File: config.mk
export PLATFORM = sky130hd
export DESIGN_NAME = console_action_sequencer
export DESIGN_NICKNAME = d
export VERILOG_FILES = /design/src/rtl/console_action_sequencer_pkg.sv /design/src/rtl/console_action_sequencer_erase_range_walker.sv /design/src/rtl/console_action_sequencer.sv
export SDC_FILE = /design/constraint.sdc
export NUM_CORES = 1
export LEC_CHECK = 0
export ABC_CLOCK_PERIOD_IN_PS = 3280
export CORE_UTILIZATION = 40
export DETAILED_ROUTE_END_ITERATION = 10
export PLACE_DENSITY = 0.61
export SLEW_MARGIN = 0
export SYNTH_ARGS = -nofsm -noshare
export SYNTH_HDL_FRONTEND = slang
export SYNTH_SLANG_ARGS = --single-unit
File: constraint.sdc
create_clock -name clk -period 3.28 [get_ports clk]
set_input_delay 0.82 -clock clk [delete_from_list [all_inputs] [get_ports clk]]
set_output_delay 0.82 -clock clk [all_outputs]
set_load 0.01 [all_outputs]
File: src/rtl/console_action_sequencer_pkg.sv
// Shared types, defaults and cursor arithmetic for the console action sequencer.
package console_action_sequencer_pkg;

  localparam int unsigned DEF_COLS  = 80;
  localparam int unsigned DEF_ROWS  = 24;
  localparam logic [7:0]  DEF_BLANK = 8'h20;

  typedef enum logic [3:0] {
    CMD_NOP   = 4'd0,
    CMD_PRINT = 4'd1,
    CMD_CUP   = 4'd2,
    CMD_CUU   = 4'd3,
    CMD_CUD   = 4'd4,
    CMD_CUF   = 4'd5,
    CMD_CUB   = 4'd6,
    CMD_ED    = 4'd7,
    CMD_EL    = 4'd8
  } cmd_t;

  typedef enum logic [1:0] {
    ST_IDLE  = 2'd0,
    ST_PUT   = 2'd1,
    ST_ERASE = 2'd2
  } state_t;

  // ED/EL mode selectors carried in pn1
  localparam logic [7:0] MODE_TO_END     = 8'd0;
  localparam logic [7:0] MODE_FROM_START = 8'd1;
  localparam logic [7:0] MODE_ALL        = 8'd2;

  function automatic logic [7:0] pn_default(input logic [7:0] pn);
    return (pn == 8'd0) ? 8'd1 : pn;
  endfunction

  function automatic logic [7:0] clamp_add(input logic [7:0] pos, input logic [7:0] delta,
                                           input logic [7:0] max);
    logic [8:0] sum;
    sum = {1'b0, pos} + {1'b0, delta};
    return (sum > {1'b0, max}) ? max : sum[7:0];
  endfunction

  function automatic logic [7:0] clamp_sub(input logic [7:0] pos, input logic [7:0] delta);
    return (delta > pos) ? 8'd0 : pos - delta;
  endfunction

  // Absolute 1-based position to 0-based, clamped to the screen extent
  function automatic logic [7:0] cup_pos(input logic [7:0] pn, input logic [7:0] limit);
    logic [7:0] p;
    p = pn_default(pn);
    return ((p > limit) ? limit : p) - 8'd1;
  endfunction

endpackage

File: src/rtl/console_action_sequencer_erase_range_walker.sv
// Row-major walker over an inclusive (row,col) range; advances one cell per step.
module erase_range_walker
  import console_action_sequencer_pkg::*;
#(
  parameter int unsigned COLS = DEF_COLS
) (
  input  logic       clk,
  input  logic       rst,
  input  logic       load_i,
  input  logic [7:0] start_row_i,
  input  logic [7:0] start_col_i,
  input  logic [7:0] end_row_i,
  input  logic [7:0] end_col_i,
  input  logic       step_i,
  output logic [7:0] row_o,
  output logic [7:0] col_o,
  output logic       last_o
);

  localparam logic [7:0] COL_MAX = 8'(COLS - 1);

  logic [7:0] row_q, col_q, end_row_q, end_col_q;
  logic [7:0] row_d, col_d;
  logic       last_q;

  always_comb begin
    row_d = row_q;
    col_d = col_q + 8'd1;
    if (col_q == COL_MAX) begin
      col_d = 8'd0;
      row_d = row_q + 8'd1;
    end
  end

  // Position stays on the final cell once reached so the outputs remain stable
  always_ff @(posedge clk or negedge rst) begin
    if (!rst) begin
      row_q     <= 8'd0;
      col_q     <= 8'd0;
      end_row_q <= 8'd0;
      end_col_q <= 8'd0;
      last_q    <= 1'b0;
    end else if (load_i) begin
      row_q     <= start_row_i;
      col_q     <= start_col_i;
      end_row_q <= end_row_i;
      end_col_q <= end_col_i;
      last_q    <= (start_row_i == end_row_i) && (start_col_i == end_col_i);
    end else if (step_i && !last_q) begin
      row_q  <= row_d;
      col_q  <= col_d;
      last_q <= (row_d == end_row_q) && (col_d == end_col_q);
    end
  end

  assign row_o  = row_q;
  assign col_o  = col_q;
  assign last_o = last_q;

endmodule

File: src/rtl/console_action_sequencer.sv
// Executes parsed PRINT/cursor/erase commands against the cursor and the shared text-RAM write port.
module console_action_sequencer
  import console_action_sequencer_pkg::*;
#(
  parameter int unsigned COLS  = DEF_COLS,
  parameter int unsigned ROWS  = DEF_ROWS,
  parameter logic [7:0]  BLANK = DEF_BLANK
) (
  input  logic       clk,
  input  logic       rst,
  input  logic       cmd_valid,
  output logic       cmd_ready,
  input  logic [3:0] cmd_type,
  input  logic [7:0] pn1,
  input  logic [7:0] pn2,
  input  logic [7:0] ch,
  output logic       ram_we,
  input  logic       ram_gnt,
  output logic [7:0] ram_row,
  output logic [7:0] ram_col,
  output logic [7:0] ram_data,
  output logic [7:0] cursor_x,
  output logic [7:0] cursor_y,
  output logic       busy
);

  localparam logic [7:0] COLS_W  = 8'(COLS);
  localparam logic [7:0] ROWS_W  = 8'(ROWS);
  localparam logic [7:0] COL_MAX = 8'(COLS - 1);
  localparam logic [7:0] ROW_MAX = 8'(ROWS - 1);

  state_t     state_q;
  logic [7:0] cursor_x_q, cursor_y_q, ram_data_q;
  logic       ram_we_q, cmd_ready_q, busy_q;

  logic [7:0] start_row_d, start_col_d, end_row_d, end_col_d;
  logic       erase_ok_d;
  logic       accept_c, load_c, step_c, walk_last;

  assign accept_c = cmd_valid && cmd_ready_q;
  assign step_c   = ram_we_q && ram_gnt;

  // Range selection; PRINT reuses the defaults as a single-cell range at the cursor
  always_comb begin
    start_row_d = cursor_y_q;
    start_col_d = cursor_x_q;
    end_row_d   = cursor_y_q;
    end_col_d   = cursor_x_q;
    erase_ok_d  = 1'b0;
    case (cmd_type)
      CMD_ED: begin
        case (pn1)
          MODE_TO_END: begin
            erase_ok_d = 1'b1;
            end_row_d  = ROW_MAX;
            end_col_d  = COL_MAX;
          end
          MODE_FROM_START: begin
            erase_ok_d  = 1'b1;
            start_row_d = 8'd0;
            start_col_d = 8'd0;
          end
          MODE_ALL: begin
            erase_ok_d  = 1'b1;
            start_row_d = 8'd0;
            start_col_d = 8'd0;
            end_row_d   = ROW_MAX;
            end_col_d   = COL_MAX;
          end
          default: ;
        endcase
      end
      CMD_EL: begin
        case (pn1)
          MODE_TO_END: begin
            erase_ok_d = 1'b1;
            end_col_d  = COL_MAX;
          end
          MODE_FROM_START: begin
            erase_ok_d  = 1'b1;
            start_col_d = 8'd0;
          end
          MODE_ALL: begin
            erase_ok_d  = 1'b1;
            start_col_d = 8'd0;
            end_col_d   = COL_MAX;
          end
          default: ;
        endcase
      end
      default: ;
    endcase
  end

  assign load_c = accept_c && ((cmd_type == CMD_PRINT) || erase_ok_d);

  erase_range_walker #(.COLS(COLS)) u_walker (
    .clk        (clk),
    .rst        (rst),
    .load_i     (load_c),
    .start_row_i(start_row_d),
    .start_col_i(start_col_d),
    .end_row_i  (end_row_d),
    .end_col_i  (end_col_d),
    .step_i     (step_c),
    .row_o      (ram_row),
    .col_o      (ram_col),
    .last_o     (walk_last)
  );

  always_ff @(posedge clk or negedge rst) begin
    if (!rst) begin
      state_q     <= ST_IDLE;
      cursor_x_q  <= 8'd0;
      cursor_y_q  <= 8'd0;
      ram_we_q    <= 1'b0;
      ram_data_q  <= 8'd0;
      cmd_ready_q <= 1'b1;
      busy_q      <= 1'b0;
    end else begin
      case (state_q)
        ST_IDLE: begin
          if (accept_c) begin
            case (cmd_type)
              CMD_PRINT: begin
                state_q     <= ST_PUT;
                ram_we_q    <= 1'b1;
                ram_data_q  <= ch;
                cmd_ready_q <= 1'b0;
                busy_q      <= 1'b1;
              end
              CMD_CUP: begin
                cursor_y_q <= cup_pos(pn1, ROWS_W);
                cursor_x_q <= cup_pos(pn2, COLS_W);
              end
              CMD_CUU: cursor_y_q <= clamp_sub(cursor_y_q, pn_default(pn1));
              CMD_CUD: cursor_y_q <= clamp_add(cursor_y_q, pn_default(pn1), ROW_MAX);
              CMD_CUF: cursor_x_q <= clamp_add(cursor_x_q, pn_default(pn1), COL_MAX);
              CMD_CUB: cursor_x_q <= clamp_sub(cursor_x_q, pn_default(pn1));
              CMD_ED, CMD_EL: begin
                if (erase_ok_d) begin
                  state_q     <= ST_ERASE;
                  ram_we_q    <= 1'b1;
                  ram_data_q  <= BLANK;
                  cmd_ready_q <= 1'b0;
                  busy_q      <= 1'b1;
                end
              end
              default: ;
            endcase
          end
        end
        ST_PUT: begin
          if (step_c) begin
            state_q     <= ST_IDLE;
            ram_we_q    <= 1'b0;
            cmd_ready_q <= 1'b1;
            busy_q      <= 1'b0;
            if (cursor_x_q == COL_MAX) begin
              cursor_x_q <= 8'd0;
              cursor_y_q <= (cursor_y_q == ROW_MAX) ? cursor_y_q : cursor_y_q + 8'd1;
            end else begin
              cursor_x_q <= cursor_x_q + 8'd1;
            end
          end
        end
        ST_ERASE: begin
          if (step_c && walk_last) begin
            state_q     <= ST_IDLE;
            ram_we_q    <= 1'b0;
            cmd_ready_q <= 1'b1;
            busy_q      <= 1'b0;
          end
        end
        default: state_q <= ST_IDLE;
      endcase
    end
  end

  assign cmd_ready = cmd_ready_q;
  assign ram_we    = ram_we_q;
  assign ram_data  = ram_data_q;
  assign cursor_x  = cursor_x_q;
  assign cursor_y  = cursor_y_q;
  assign busy      = busy_q;

endmodule

* Yosys cells after proc, flatten, opt, wreduce, memory -nomap -nowiden
Index checks and enable logic that the tools add are counted.
Word-level totals: register bits after elaboration 61, input port bits 32, output and inout port bits 43, logic and storage cells 138
Cells by class: add/sub/neg operators 10, order comparisons 6, equality and inequality tests 29, muxes and demuxes 57, reductions and logical operators 25
Operators by type and width (number):
- $mux 8 | 30
- $pmux 8 s2 | 3
- $pmux 8 s3 | 2
- $add 8x1->8 const B | 4
- $eq 8x8->1 | 4
- $add 8x8->9 | 2
- $eq 4x3->1 const B | 4
- $eq 8x7->1 const B | 2
- $gt 8x8->1 | 2
- $logic_not 8->1 | 2
- $sub 8x1->8 const B | 2
- $sub 8x8->8 | 2
- $mux 1 | 12
- $reduce_and 6->1 | 2
- $ne 2x2->1 const B | 5
- $gt 9x5->1 const B | 1
- $gt 9x7->1 const B | 1
- $eq 4x2->1 const B | 2
- $eq 8x1->1 const B | 1
- $eq 8x2->1 const B | 1
- $eq 8x5->1 const B | 1
- $gt 8x5->1 const B | 1
- $gt 8x7->1 const B | 1
- $mux 2 | 4
- 21 further kinds | 36

* Logic depth before layout (Yosys ltp)
word-level depth 8, gate-level depth with buffers 15, gate-level depth less buffers 13

* Modules after synthesis
Synthesis repeated with hierarchy kept, for this count alone.
Unflattened totals: cells, all modules 772, area total of the unflattened synthesis 6291.0 um^2
By module, submodules not included:
- console_action_sequencer | times used 1, cells an instance 536, area each 4072.7 um^2, seq. area each 701.9 um^2
- erase_range_walker | times used 1, cells an instance 236, area each 2218.4 um^2, seq. area each 825.8 um^2

* Least setup slack after synthesis
Ideal clock, no wire load.
path kind input to register, start point in pn1[5], end point reg cursor_x_q[0], in the netlist cursor_x[0], library setup time 124 ps, arrival time 3909 ps, required time 3156 ps, path slack -753 ps, stages on the path 14, path buffers 2, cells stage by stage or3_1 buf_6 or2_1 buf_6 o21bai_1 ha_1 fa_1 or4b_1 nor4b_1 a21oi_1 o31ai_1 o2111ai_2 o21a_1 a211o_1
On the way: word-level cells in the longest chain between the ends 8, elaborated cells on any way between the ends 11, classes of those cells 2 x add/sub; 2 x order compare; 6 x mux; 1 x reduce/logical
RTL lines:
- from (decl) | line console_action_sequencer.sv:14 | input logic [7:0] pn1,
- $logic_not 8->1 | line console_action_sequencer_pkg.sv:32 | return (pn == 8'd0) ? 8'd1 : pn;
- $mux 8 * | line console_action_sequencer_pkg.sv:32
- $add 8x8->9 | line console_action_sequencer_pkg.sv:38 | sum = {1'b0, pos} + {1'b0, delta};
- $gt 9x7->1 | line console_action_sequencer_pkg.sv:39 | return (sum > {1'b0, max}) ? max : sum[7:0];
- $mux 8 | line console_action_sequencer_pkg.sv:39
- $pmux 8 s3 * | line console_action_sequencer.sv:124 | case (cmd_type)
- $mux 8 * | line console_action_sequencer.sv:123 | if (accept_c) begin
- $pmux 8 s2 * | line console_action_sequencer.sv:121 | case (state_q)
- to (signal assigned) | line console_action_sequencer.sv:134 | cursor_x_q <= cup_pos(pn2, COLS_W);
- to (signal assigned) | line console_action_sequencer.sv:138 | CMD_CUF: cursor_x_q <= clamp_add(cursor_x_q, pn_default(pn1), COL_MAX);
- to (signal assigned) | line console_action_sequencer.sv:139 | CMD_CUB: cursor_x_q <= clamp_sub(cursor_x_q, pn_default(pn1));
- to (decl) | line console_action_sequencer.sv:33 | logic [7:0] cursor_x_q, cursor_y_q, ram_data_q;
Mark *: on every way between the ends. The rest lies on a longest branch, timed or not. The select of a mux whose other input is x is not followed. A chain may end at the register's enable or synchronous reset.

* Worst setup path after layout
Ends and elaborated chain as after synthesis.

==> flow_metrics.py <==
metrics = {
    "setup_path": {
        "path_class": "input port to register",
        "setup.worst_path.start": "pn1[5]",
        "endpoint_kind": "register",
        "r2r_end": "cursor_x[3]",
        "r2r-start": "cursor_x[2]",
        "r2r_cells": 9,
        "cp_max_fo": 3,
        "reg2reg_slack_ns": 0.41,
        "worstPathArrival_ns": 3.75,
        "cp-start-kind": "input port",
        "crit_path_end": "cursor_x[0]",
        "required_ns": 3.49,
    },
    "detailed_routing": {
        "totalWireLength_um": 20400,
        "drtAntennaViolNets": 0,
        "dr.pass1.iters": 8,
        "avgViaCountPerCell": 5.77,
        "routedWlPerCell_um": 18.0,
        "drc": 0,
        "num_vias": 6544,
        "initialDrtViolationCount": 450,
    },
    "cts": {
        "root_buffer": "clkbuf_16",
        "clock_sinks": 61,
        "worstSkewPairLatency_ns": 0.33,
        "htree_num_levels": 3,
        "cts_buffers": 9,
        "clk_path_buf_depth": 2,
        "clk_pin_slew_ns": 0.06,
        "cts_tree": "done",
        "cts_hold_buf": 0,
    },
    "power": {
        "p_total_w": 0.00205,
        "leakage_nw": 3.54,
        "p_per_area_mw_per_mm2": 248,
        "peakVddDrop_uv": 197,
    },
    "sta": {
        "setup_slack_ns": -0.254,
        "fmaxAchievable_mhz": 283,
        "fin_skew_ns": 0.00831,
        "max_slew_margin": 0.551,
        "fin_tns_setup_ns": -1.34,
        "period_needed_ns": 3.53,
        "hold_violations": 0,
        "worst_pin_slew_ns": 0.673,
        "finalCritPeriodShare": 1.08,
        "rsz0062_at_grt": "true",
        "setup_viol": 9,
        "timing.final.max_slew_violations": 0,
    },
    "floorplanning": {
        "start_util": 0.414,
        "die_w_um": 125,
        "core_area_mm2": 0.0146,
        "rows": 44,
        "die_area_mm2": 0.0156,
        "chipHeight_um": 125,
        "io_pins": 75,
    },
    "global_routing": {
        "grt_first_pass_wirelength_um": 32800,
        "grt_pass1_vias": 6362,
        "grt.total_usage": 0.263,
        "antenna_found_initial": 0,
        "grt.overflow.total": 0,
        "grt_max_degree": 31,
    },
    "logic_synthesis": {
        "synth-seq-cells": 61,
        "avgSynthCellArea_um2": 7.80,
        "synth_top_area_cell": "dfrtp_1",
        "yosys_warnings": 0,
        "synth_cells": 777,
        "yosysSeqAreaShare": 0.252,
        "syn-num-nets": 856,
        "ys_top_cells_by_count": "nand2_1, o21ai_0, dfrtp_1",
        "syn_area_mm2": 0.00606,
        "synth-async-reset-ratio": 1.00,
        "synth.distinct_cells": 85,
        "synth_most_common_cell": "nand2_1",
        "synth_top_cell_area_share": 0.248,
        "synth_edf_count": 0,
        "synthTopCellsByArea": "dfrtp_1, ha_1, o21ai_0, nand2_1, xnor2_1",
        "synth-main-ff-cell": "dfrtp_1",
    },
    "min_path": {
        "worstHoldStart": "u_walker.end_col_q[7]",
        "hold_path_class": "register to register",
    },
    "placement": {
        "gp_congestion": 0.906,
        "dp_slack_ns": -1.02,
        "dp_hpwl_um": 16100,
        "dp.cells": 1107,
        "io_buffer_count": 74,
    },
    "layout": {
        "fin_nets": 1025,
        "fin_util": 0.565,
        "layout.cells.non_filler": 1135,
        "antenna_cells": 0,
        "areaGrowthSynthToFinish_pct": 36.6,
        "drive_above_1_share": 0.224,
    },
    "status": {
        "violations": "setup timing",
        "status": "finished with violations",
    },
    "run": {
        "cap_violations": 0,
    },
}
## metrics by stage
step / cell area (um2) / hold WS (ns)
6_report: 8280 / 0.486
5_1_grt: 8280 / 0.510
4_1_cts: 8160 / 0.488
3_5_place_dp: 7730 / 0.475
3_3_place_gp: 7730 / 0.465
2_1_floorplan: 6100 / 0.458
## final cells by class
type	instances	area, um2
fillers	1350	6370
multi-input cells	644	4410
repair buffers	202	1700
flip-flops and latches	61	1530
clock buffers	11	253
well taps	184	230
inverters	28	105
clock inverters	5	58.8
## per-layer routing
layer / share of wire / track usage / up-vias
li1: - / - / 3169
met4: 0.021 / 0.0868 / 0
met1: 0.46 / 0.349 / 3166
met3: 0.035 / 0.0321 / 32
met5: 0 / 0 / -
met2: 0.48 / 0.444 / 177
## worst max-delay path, cell delays in order
cell and delay, ns:
buf_6 0.09, or3_4 0.38, or2_4 0.27, o21bai_4 0.14, ha_4 0.15, fa_2 0.18, or4b_4 0.47, nor4b_4 0.23
a21oi_2 0.07, o31ai_4 0.28, o2111ai_4 0.15, o21a_1 0.23, a211o_1 0.25
## flip-flops by register name, indices dropped and copies added, names as in the netlist
name and count:
ram_data 8, state_q 2, u_walker.col_o 8, u_walker.end_row_q 8, busy 1, cmd_ready 1, u_walker.row_o 8, u_walker.end_col_q 8
u_walker.last_o 1, cursor_y 8, cursor_x 8
## worst min path at each step
stage / to / slack, ns / cells after the start
6_report: u_walker.end_col_q[7] / 0.49 / 2
3_3_place_gp: ram_data[6] / 0.46 / 2
5_1_grt: u_walker.end_col_q[1] / 0.51 / 2
4_1_cts: u_walker.end_col_q[7] / 0.49 / 2
3_5_place_dp: ram_data[3] / 0.47 / 2
2_1_floorplan: u_walker.end_col_q[1] / 0.46 / 2
## cell families after synthesis
logic type	after synthesis	synth area share
AO/OA/AOI/OAI	226	0.251
XOR/XNOR	47	0.0679
adder cells (fa/ha/maj)	47	0.102
buffers and inverters	72	0.0535
flip-flops	61	0.252
multiplexers	6	0.0105
AND/OR/NAND/NOR	318	0.263
## placed cells by master, fill, tap and decap left out, types with 9 or more instances in the layout
cell type | netlist | layout
a211oi_1 | 9 | 9
a21oi_1 | 43 | 37
and3_1 | 9 | 9
buf_4 | 3 | 127
clkbuf_16 | 0 | 9
clkdlybuf4s50_1 | 0 | 65
dfrtp_1 | 60 | 60
ha_1 | 43 | 40
inv_1 | 27 | 27
nand2_1 | 92 | 90
nand2b_1 | 15 | 15
nand3_1 | 48 | 47
nor2_1 | 57 | 56
nor3_1 | 28 | 28
o21a_1 | 9 | 9
o21ai_0 | 73 | 65
o21ai_1 | 3 | 9
o31ai_1 | 10 | 9
xnor2_1 | 34 | 34
xor2_1 | 13 | 13
## what timing repair did
action / 4_1_cts / 5_1_grt
pin swaps: 15 / 21
buffers inserted: 8 / 4
endpoints found under the setup margin: 16 / 16
gates resized for setup: 52 / 21
## where the power goes
part           internal, W  leakage, nW  switching, W
clock network     0.000629        0.148      0.000352
logic             0.000152         2.56      0.000166
registers         0.000753        0.833             0
No activity file was read; power rests on OpenSTA's default activity.
==> RTL edit: new RTL, config.mk and constraints unchanged <==
Encoding of `state_t`: now one-hot (3 bits for 3 states).
--- a/src/rtl/console_action_sequencer_pkg.sv
+++ b/src/rtl/console_action_sequencer_pkg.sv
@@ -19,6 +19,6 @@
 
-  typedef enum logic [1:0] {
-    ST_IDLE  = 2'd0,
-    ST_PUT   = 2'd1,
-    ST_ERASE = 2'd2
+  typedef enum logic [2:0] {
+    ST_IDLE  = 3'b001,
+    ST_PUT   = 3'b010,
+    ST_ERASE = 3'b100
   } state_t;
Check against the original RTL: no difference found for any inputs over 4 cycles, from zero or initial values and one cycle with rst low; so few cycles prove little.
==> RTL edit against the unedited design <==
  * The run still ends with setup timing left
  * Cell area decreased by 1.3%
  * Sequential cell count increased by 1
  * Total power increased by 17%
  * Setup slack improved by 160 ps
  * Clock power increased by 5%
  * Wire length is 10% lower
  * Synthesized area shrank 5.9%
  * First-iteration DRC count is 26% lower
  * Critical path type unchanged
==> RTL edit: results (changes against the unedited design) <==
status: "finished, violations left"
violations: "setup timing"
preCtsSetupSlack_ps: -877  # +142 ps
drtIter0Drc: 334  # -26%
synth-compound-area-share: 0.254  # +0.00294
vias: 6164  # -5.8%
synth_mux_area_frac: 0.0130  # +0.00242
port_buffers: 74  # unchanged
worst_ep_arrival_time_ps: 3580  # -170 ps
tns_ps: -536  # +807 ps
track_usage: 0.255  # -0.00839
layout-drive-gt1-share: 0.242  # +0.0185
grt_pass1_wl_um: 29700  # -9.6%
ys_warn_count: 0  # unchanged
report.final.setup_viol: 8  # -1
drt-pass1-iter-count: 5  # -3
swShare: 0.265  # +0.0122
wire_per_inst_um: 16.5  # -8.6%
grt_start_max_net_pins: 67  # +120%
crit_fanout: 4  # +1
synth-adder-area-share: 0.0997  # -0.00233
tightest_slew_ps: 571  # -102 ps
fin_nets: 1002  # -2.2%
avgSynthCellArea_um2: 7.65  # -1.9%
p_leak_nw: 3.59  # +1.5%
syn-num-nets: 820  # -4.2%
worst_slack_ps: -96.6  # +157 ps
synthTopCellsByArea: "dfrtp_1, ha_1, a21oi_1"
synth_cell_types: 72  # -15%
hpwlAfterDp_um: 13900  # -14%
place_congestion: 0.941  # +3.8%
synthXorXnorAreaFrac: 0.0738  # +0.00583
skew_ps: 5.03  # -3.28 ps
numCtsBuffers: 9  # unchanged
ir_worst_vdd_v: 0.000213  # +7.9%
crit_family: "compound AO/OA/AOI/OAI gates"
crit_slowest_cell: "a311oi_2"
grt_pass1_vias: 5930  # -6.8%
num-fill-cells: 1249  # -7.5%
layout.cells.non_filler: 1112  # -2.0%
cp_slowest_stage_delay_ps: 320  # -150 ps
synth_top_cells_by_count: "nand2_1, a21oi_1, nor2_1"
ys_seq_area_frac: 0.273  # +0.0206
[RTL edit: cell types whose count changed in the layout (fill, tap and decap cells not counted), sizes merged, moves of 5 or more]
cell and change:
a31oi +6, o21ai -12, a21o +5, buf +9, nand3 -15, a21oi +28, nand2b -8, nor2 +6
o31ai -6
[RTL edit: worst paths after layout]
| path | startpoint | endpoint | depth (start not counted) | slack (ps) |
|---|---|---|---|---|
| max | pn1[6] | cursor_x[5] | 17 | -100 |
| min | ram_data[1] | ram_data[1] | 2 | 470 |
| max reg2reg | u_walker.col_o[0] | u_walker.last_o | 10 | 240 |
| min reg2reg | ram_data[1] | ram_data[1] | 2 | 470 |
| max in group asynchronous | rst | cmd_ready | 2 | 2370 |
| min in group asynchronous | rst | u_walker.col_o[6] | 2 | 520 |
[RTL edit: worst reg2reg max path: stages (launching register included)]
cell	delay, ps
dfrtp_1	450
ha_1	270
nand3_1	230
nor4_4	330
nand4_1	290
nor3_1	250
a21oi_1	80
or4_1	410
nor4_1	300
a41oi_1	180
a21oi_1	180
[RTL edit: final cells by class]
type / instances / area (um^2) / area share
Multi-Input combinational cell: 617 / 4170 / 0.510
Timing Repair Buffer: 210 / 1800 / 0.220
Inverter: 27 / 101 / 0.0124
Sequential cell: 62 / 1550 / 0.190
Tap cell: 180 / 225 / 0.0276
Clock buffer: 12 / 256 / 0.0314
Clock inverter: 4 / 70.1 / 0.00857
[RTL edit: routing by layer]
layer	track usage	routed length [um]
met4	0.0833	458
met3	0.0348	569
met1	0.351	8610
met5	0	0
met2	0.409	8670
[RTL edit: cells by family (layout without fill, tap and decap cells)]
kind of cell    Yosys count  after routing
xor+xnor                 48             48
mux                       7              7
simple gates            286            286
compound gates          233            233
flops                    62             62
buf+inv                  66            253
fa+ha+maj                43             43
[RTL edit: timing repair]
item / CTS / global route
pin swaps: 22 / 31
setup buffers: 20 / 10
gates resized for setup: 51 / 40
endpoints found under the setup margin: 16 / 55
[RTL edit: power by group through the flow]
stage / sequential (mW) / clock, mW / combinational, mW
after floorplan: 0.856 / 0 / 0.252
after global placement: 0.855 / 0 / 0.492
after detailed placement: 0.858 / 0 / 0.501
after CTS: 0.846 / 1.05 / 0.513
after global routing: 0.853 / 1.08 / 0.580
final: 0.848 / 1.03 / 0.529
[RTL edit: per-stage QoR]
stage | hold WS, ps | instance area, um^2
4_1_cts | 476 | 7940
5_1_grt | 498 | 8170
3_3_place_gp | 449 | 7400
3_5_place_dp | 465 | 7400
6_report | 468 | 8170
2_1_floorplan | 448 | 5800
